$ cat src/rtl/bus_master_if_pkg.sv
// Shared bus definitions: state encodings, signal polarity and direction
// constants, and the counter-width helper used by the timeout logic.
package bus_master_if_pkg;

  localparam int BUS_IF_STATE_BUS = 2;

  localparam logic [BUS_IF_STATE_BUS-1:0] BUS_IF_STATE_IDLE   = 2'd0;
  localparam logic [BUS_IF_STATE_BUS-1:0] BUS_IF_STATE_REQ    = 2'd1;
  localparam logic [BUS_IF_STATE_BUS-1:0] BUS_IF_STATE_ACCESS = 2'd2;
  localparam logic [BUS_IF_STATE_BUS-1:0] BUS_IF_STATE_STALL  = 2'd3;

  typedef enum logic [BUS_IF_STATE_BUS-1:0] {
    ST_IDLE   = BUS_IF_STATE_IDLE,
    ST_REQ    = BUS_IF_STATE_REQ,
    ST_ACCESS = BUS_IF_STATE_ACCESS,
    ST_STALL  = BUS_IF_STATE_STALL
  } bus_if_state_e;

  localparam logic READ     = 1'b1;
  localparam logic WRITE    = 1'b0;
  localparam logic ENABLE_  = 1'b0;
  localparam logic DISABLE_ = 1'b1;

  // Bits needed to count 0..limit-1 (at least one bit).
  function automatic int cnt_width(input int limit);
    return (limit > 2) ? $clog2(limit) : 1;
  endfunction

endpackage

$ cat src/rtl/bus_master_if_if.sv
// Shared-bus signal bundle between one bus master and the arbiter/slaves.
interface bus_master_if_if
  import bus_master_if_pkg::*;
#(
  parameter int ADDR_W = 30,
  parameter int DATA_W = 32
);
  logic              bus_req_;
  logic              bus_grnt_;
  logic [ADDR_W-1:0] bus_addr;
  logic              bus_as_;
  logic              bus_rw;
  logic [DATA_W-1:0] bus_wr_data;
  logic [DATA_W-1:0] bus_rd_data;
  logic              bus_rdy_;

  modport master (
    output bus_req_, bus_addr, bus_as_, bus_rw, bus_wr_data,
    input  bus_grnt_, bus_rd_data, bus_rdy_
  );

  modport slave (
    input  bus_req_, bus_addr, bus_as_, bus_rw, bus_wr_data,
    output bus_grnt_, bus_rd_data, bus_rdy_
  );
endinterface

$ cat src/rtl/bus_master_if_timeout_cnt.sv
// Clearable, saturating wait counter with a terminal-count flag at LIMIT-1.
// LIMIT=0 disables the flag entirely.
module bus_master_if_timeout_cnt
  import bus_master_if_pkg::*;
#(
  parameter int LIMIT = 255
) (
  input  logic clk,
  input  logic reset,
  input  logic clear,
  input  logic inc,
  output logic tc
);
  localparam int CNT_W = cnt_width(LIMIT);
  localparam logic [CNT_W-1:0] LAST = (LIMIT == 0) ? '0 : CNT_W'(LIMIT - 1);

  logic [CNT_W-1:0] count_reg;

  always_ff @(posedge clk) begin
    if (reset || clear) begin
      count_reg <= '0;
    end else if (inc && !tc) begin
      count_reg <= count_reg + CNT_W'(1);
    end
  end

  assign tc = (LIMIT != 0) && (count_reg == LAST);
endmodule

$ cat src/rtl/bus_master_if.sv
// Master-side bus interface: converts a single-cycle core request into the
// request / grant / address-strobe / ready sequence, with stall, flush and timeout.
module bus_master_if
  import bus_master_if_pkg::*;
#(
  parameter int ADDR_W  = 30,
  parameter int DATA_W  = 32,
  parameter int TIMEOUT = 255
) (
  input  logic              clk,
  input  logic              reset,
  input  logic              stall,
  input  logic              flush,
  input  logic              core_req,
  input  logic              core_rw,
  input  logic [ADDR_W-1:0] core_addr,
  input  logic [DATA_W-1:0] core_wr_data,
  output logic [DATA_W-1:0] core_rd_data,
  output logic              busy,
  output logic              bus_err,
  bus_master_if_if.master   bus
);
  bus_if_state_e     state_reg;
  logic              req_reg;
  logic              as_reg;
  logic              rw_reg;
  logic [ADDR_W-1:0] addr_reg;
  logic [DATA_W-1:0] wr_data_reg;
  logic [DATA_W-1:0] rd_data_reg;
  logic              err_reg;
  logic              timeout_tc;

  bus_master_if_timeout_cnt #(
    .LIMIT(TIMEOUT)
  ) u_timeout (
    .clk  (clk),
    .reset(reset),
    .clear(state_reg == ST_REQ),
    .inc  ((state_reg == ST_ACCESS) && (bus.bus_rdy_ == DISABLE_)),
    .tc   (timeout_tc)
  );

  always_ff @(posedge clk) begin
    if (reset) begin
      state_reg   <= ST_IDLE;
      req_reg     <= DISABLE_;
      as_reg      <= DISABLE_;
      rw_reg      <= READ;
      addr_reg    <= '0;
      wr_data_reg <= '0;
      rd_data_reg <= '0;
      err_reg     <= 1'b0;
    end else begin
      as_reg  <= DISABLE_;
      err_reg <= 1'b0;
      case (state_reg)
        ST_IDLE: begin
          if (core_req && !flush) begin
            addr_reg    <= core_addr;
            rw_reg      <= core_rw;
            wr_data_reg <= core_wr_data;
            req_reg     <= ENABLE_;
            state_reg   <= ST_REQ;
          end
        end
        ST_REQ: begin
          // A grant on the same edge as a flush wins: the access is already committed.
          if (bus.bus_grnt_ == ENABLE_) begin
            as_reg    <= ENABLE_;
            state_reg <= ST_ACCESS;
          end else if (flush) begin
            req_reg   <= DISABLE_;
            state_reg <= ST_IDLE;
          end
        end
        ST_ACCESS: begin
          if (bus.bus_rdy_ == ENABLE_) begin
            if (rw_reg == READ) rd_data_reg <= bus.bus_rd_data;
            req_reg   <= DISABLE_;
            state_reg <= stall ? ST_STALL : ST_IDLE;
          end else if (timeout_tc) begin
            req_reg     <= DISABLE_;
            rd_data_reg <= '0;
            err_reg     <= 1'b1;
            state_reg   <= ST_IDLE;
          end
        end
        ST_STALL: begin
          if (!stall) state_reg <= ST_IDLE;
        end
        default: state_reg <= ST_IDLE;
      endcase
    end
  end

  assign busy = ((state_reg == ST_IDLE) && core_req && !flush)
              || (state_reg == ST_REQ) || (state_reg == ST_ACCESS);

  assign core_rd_data    = rd_data_reg;
  assign bus_err         = err_reg;
  assign bus.bus_req_    = req_reg;
  assign bus.bus_as_     = as_reg;
  assign bus.bus_rw      = rw_reg;
  assign bus.bus_addr    = addr_reg;
  assign bus.bus_wr_data = wr_data_reg;
endmodule

$ cat src/flat_wrapper.sv
// flat-port wrapper written by rule: the top's interface ports become plain ports
module bus_master_if_flat import bus_master_if_pkg::*;
#(
  parameter int ADDR_W  = 30,
  parameter int DATA_W  = 32,
  parameter int TIMEOUT = 255
)
  (clk, reset, stall, flush, core_req, core_rw, core_addr, core_wr_data, core_rd_data, busy, bus_err, bus_bus_req_, bus_bus_addr, bus_bus_as_, bus_bus_rw, bus_bus_wr_data, bus_bus_grnt_, bus_bus_rd_data, bus_bus_rdy_);
  bus_master_if_if #(.ADDR_W(ADDR_W), .DATA_W(DATA_W)) bus_i ();
  input  logic clk;
  input  logic reset;
  input  logic stall;
  input  logic flush;
  input  logic core_req;
  input  logic core_rw;
  input  logic [ADDR_W-1:0] core_addr;
  input  logic [DATA_W-1:0] core_wr_data;
  output logic [DATA_W-1:0] core_rd_data;
  output logic busy;
  output logic bus_err;
  output wire logic [$bits(bus_i.bus_req_)-1:0] bus_bus_req_;
  output wire logic [$bits(bus_i.bus_addr)-1:0] bus_bus_addr;
  output wire logic [$bits(bus_i.bus_as_)-1:0] bus_bus_as_;
  output wire logic [$bits(bus_i.bus_rw)-1:0] bus_bus_rw;
  output wire logic [$bits(bus_i.bus_wr_data)-1:0] bus_bus_wr_data;
  input wire logic [$bits(bus_i.bus_grnt_)-1:0] bus_bus_grnt_;
  input wire logic [$bits(bus_i.bus_rd_data)-1:0] bus_bus_rd_data;
  input wire logic [$bits(bus_i.bus_rdy_)-1:0] bus_bus_rdy_;
  assign bus_bus_req_ = bus_i.bus_req_;
  assign bus_bus_addr = bus_i.bus_addr;
  assign bus_bus_as_ = bus_i.bus_as_;
  assign bus_bus_rw = bus_i.bus_rw;
  assign bus_bus_wr_data = bus_i.bus_wr_data;
  assign bus_i.bus_grnt_ = bus_bus_grnt_;
  assign bus_i.bus_rd_data = bus_bus_rd_data;
  assign bus_i.bus_rdy_ = bus_bus_rdy_;
  bus_master_if #(.ADDR_W(ADDR_W), .DATA_W(DATA_W), .TIMEOUT(TIMEOUT)) u_core (.clk(clk), .reset(reset), .stall(stall), .flush(flush), .core_req(core_req), .core_rw(core_rw), .core_addr(core_addr), .core_wr_data(core_wr_data), .core_rd_data(core_rd_data), .busy(busy), .bus_err(bus_err), .bus(bus_i));
endmodule
$ cat config.mk
export PLATFORM = sky130hd
export DESIGN_NAME = bus_master_if_flat
export DESIGN_NICKNAME = d
export VERILOG_FILES = /design/src/rtl/bus_master_if_pkg.sv /design/src/rtl/bus_master_if_if.sv /design/src/rtl/bus_master_if_timeout_cnt.sv /design/src/rtl/bus_master_if.sv /design/src/flat_wrapper.sv
export SDC_FILE = /design/constraint.sdc
export NUM_CORES = 1
export LEC_CHECK = 0
export CORE_UTILIZATION = 41
export CTS_BUF_LIST = sky130_fd_sc_hd__clkbuf_8
export DETAILED_ROUTE_END_ITERATION = 8
export GPL_ROUTABILITY_DRIVEN = 0
export PLACE_DENSITY = 0.82
export SLEW_MARGIN = 20
export SYNTH_ARGS = -nofsm -noshare
export SYNTH_HDL_FRONTEND = slang
export SYNTH_SLANG_ARGS = --single-unit
$ cat constraint.sdc
create_clock -name clk -period 1.8 [get_ports clk]
set_input_delay 0.18 -clock clk [delete_from_list [all_inputs] [get_ports clk]]
set_output_delay 0.18 -clock clk [all_outputs]
set_load 0.01 [all_outputs]
==> impl_metrics.csv <==
group,metric,value,unit
floorplanning,initial_core_util,0.425,
synthesis,yosysSeqAreaShare,0.548,
synthesis,synth_common_cells,"nand2_1, dfxtp_1, a21oi_1",
power,sw_frac_of_total,0.262,
setup_path,crit_chain,"inv_2, buf_4, ha_1, and3b_1, a221o_1, nor4b_1, nor3_1",
global_routing,grt_pass1_vias,3548,
routing,post_drt_wl_per_cell,14.3,um
synthesis,ys.flop_type,"dfxtp_1",
synthesis,ys_ff_latch,108,
power,combPwrFrac,0.182,
routing,first_pass_iters,4,
cells_and_area,drive_gt1_frac,0.0949,
power,clkPwrFrac,0.283,
cells_and_area,area_growth,61.7,%
routing,dr.first_iter.drc_count,138,
sta,setup_violations,0,
floorplanning,die_y,100,um
power,p_int,3490,uW
placement,pre_cts_slack,-0.200,ns
global_routing,grt_overflow,0,
routing,drc,0,
clocking,ctsLongestPathBuffers,2,
floorplanning,die_width,100,um
power,power_density,742,nW/um^2
setup_path,worstPathRequired,2.03,ns
power,power_leakage,0.00237,uW
sta,finalWorstSetupSlack,0.0319,ns
cells_and_area,antennaDiodeCount,0,
clocking,cts_buffers,9,
power,p_sw,1240,uW
floorplanning,ios,201,
global_routing,grt_pass1_wl,17000,um
synthesis,synth.largest_area_cell,"dfxtp_1",
cells_and_area,finish.utilization,0.687,
synthesis,synth_async_sr_flop_share,0,
sta,fin_skew,0.0115,ns
synthesis,synth_area,3940,um^2
power,p_seq_frac,0.536,
routing,num_vias,3803,
synthesis,syn_nets,543,
min_path,hp-class,"in2reg",
clocking,cts_tree,"yes",
setup_path,arrival,2.00,ns
global_routing,antenna_found_initial,0,
sta,tightest_slew,0.690,ns
setup_path,critPathMaxFanout,3,
sta,fmax,0.566,GHz
clocking,numClockSinks,108,
setup_path,worstSetupEndpointType,"flop",
setup_path,cp-start-kind,"flop",
floorplanning,dieArea,10000,um^2
sta,fin_crit_sh,0.982,
routing,vias_per_cell,4.93,
setup_path,worstSetupPathType,"reg2reg",
clocking,worstSkewPairLatency,0.35,ns
synthesis,avgSynthCellArea,9.13,um^2
global_routing,grt_use_total,0.213,
synthesis,synthCells,432,
setup_path,slowest_stage,"dfxtp_2",
sta,rsz0062_at_grt,"yes",
synthesis,synth.distinct_cells,40,
sta,fin_crit,1.77,ns
placement,io_buffers,200,
sta,final_hold_viol_count,0,
placement,dpl.hpwl,7930,um
floorplanning,fp.coreArea,9280,um^2
synthesis,yosysTopAreaCellShare,0.548,
synthesis,synth.most_common_cell,"nand2_1",
routing,finalWirelength,11100,um
setup_path,max_stage_delay,0.36,ns
power,peakVddDrop,0.000374,V
global_routing,grt_max_degree,65,
clocking,root_buffer,"clkbuf_8",
job,cap_viol_max_count,0,
cells_and_area,layout.nets,750,
synthesis,synth_edf_count,0,
floorplanning,fp-row-count,35,
sta,slew_headroom,0.540,
clocking,cts_max_level,3,
synthesis,synthTopCellsByArea,"dfxtp_1, nand2_1, a21oi_1",
synthesis,synth_warnings,0,
clocking,cts.clk_slew.worst_paths,0.10,ns
sta,slew_viol_final,0,
routing,ant_nets,0,
outcome,status,"finished clean",
==> worst max-delay path: cells and delay by family (launching register included) <==
family	cells	cell delay [ns]
adder cells (fa/ha/maj)	1	0.20
buffers and inverters	2	0.19
AO/OA/AOI/OAI	1	0.30
flip-flops	1	0.36
AND/OR/NAND/NOR	3	0.60
==> final cells by class <==
type / count / area, um^2
Fill cell: 747 / 2910
Timing Repair Buffer: 225 / 2210
Sequential cell: 108 / 2160
Multi-Input combinational cell: 290 / 1640
Tap cell: 129 / 161
Clock buffer: 9 / 124
Clock inverter: 6 / 50.0
Inverter: 5 / 21.3
==> layout by cell type, fill, tap and decap left out, types with 3 or more instances in the layout <==
| master | synthesis | final |
|---|---|---|
| a21oi_1 | 68 | 68 |
| a22o_1 | 30 | 30 |
| buf_4 | 0 | 22 |
| clkbuf_8 | 1 | 9 |
| clkdlybuf4s50_1 | 0 | 198 |
| clkinv_4 | 0 | 3 |
| dfxtp_1 | 108 | 106 |
| ha_1 | 9 | 8 |
| inv_1 | 5 | 3 |
| nand2_1 | 127 | 127 |
| nand3_1 | 5 | 4 |
| nor2_1 | 8 | 8 |
| o21ai_0 | 4 | 4 |
| or3_1 | 3 | 3 |
| xor2_1 | 4 | 4 |
==> cells by family (layout without fill, tap and decap cells) <==
kind of cell / count (synthesis) / count (layout) / share of synthesized area
and+or+nand+nor: 162 / 162 / 0.179
AOI/OAI and AO/OA: 113 / 113 / 0.184
DFF: 108 / 108 / 0.548
buffers and inverters: 34 / 245 / 0.0463
adders and majority gates: 9 / 9 / 0.0286
xor gates and xnor gates: 5 / 5 / 0.0111
muxes: 1 / 1 / 0.00254
==> power groups by stage <==
stage               Clock (uW)  Combinational (uW)  Sequential (uW)
detailed placement           0                 845             2590
finish                    1340                 859             2530
floorplan                    0                 278             2630
global placement             0                 828             2580
CTS                       1380                 846             2530
global route              1460                 932             2550
==> what timing repair did <==
| action | CTS | global route |
|---|---|---|
| endpoints found under the setup margin | 20 | 18 |
| pin swaps | 1 | 2 |
| hold buffers | 0 | 0 |
| setup buffers | 3 | 2 |
| resized for setup | 8 | 7 |
==> path summary, 6_finish.rpt <==
path,startpoint,endpoint,slack (ns),depth (start not counted)
worst max-delay path,u_core.state_reg[1],u_core.state_reg[0],0.03,7
worst min-delay path,reset,u_core.state_reg[1],0.23,3
worst max register to register,u_core.state_reg[1],u_core.state_reg[0],0.03,7
worst min register to register,u_core.bus.bus_wr_data[9],u_core.bus.bus_wr_data[9],0.46,2
==> routing by layer <==
layer  part of all wire  wire length, um  vias to the layer above  track usage
met4              0.015              163                        0       0.0736
met3              0.086              954                       12       0.0655
met5                  0                0                        -            0
met2               0.48             5320                      156        0.361
li1                   -                -                     1877            -
met1               0.42             4630                     1758        0.256
==> through the flow <==
step / std cells / setup TNS, ns / area (um^2) / hold WS, ns / power, uW
floorplan: 432 / 0 / 3940 / 0.292 / 2910
global placement: 752 / -3.16 / 6130 / 0.441 / 3410
detailed placement: 752 / -5.06 / 6130 / 0.446 / 3430
CTS: 770 / -0.00664 / 6330 / 0.212 / 4750
global route: 772 / -0.0135 / 6370 / 0.218 / 4940
finish: 772 / 0 / 6370 / 0.233 / 4730
Power figures use the tool's default switching activity.
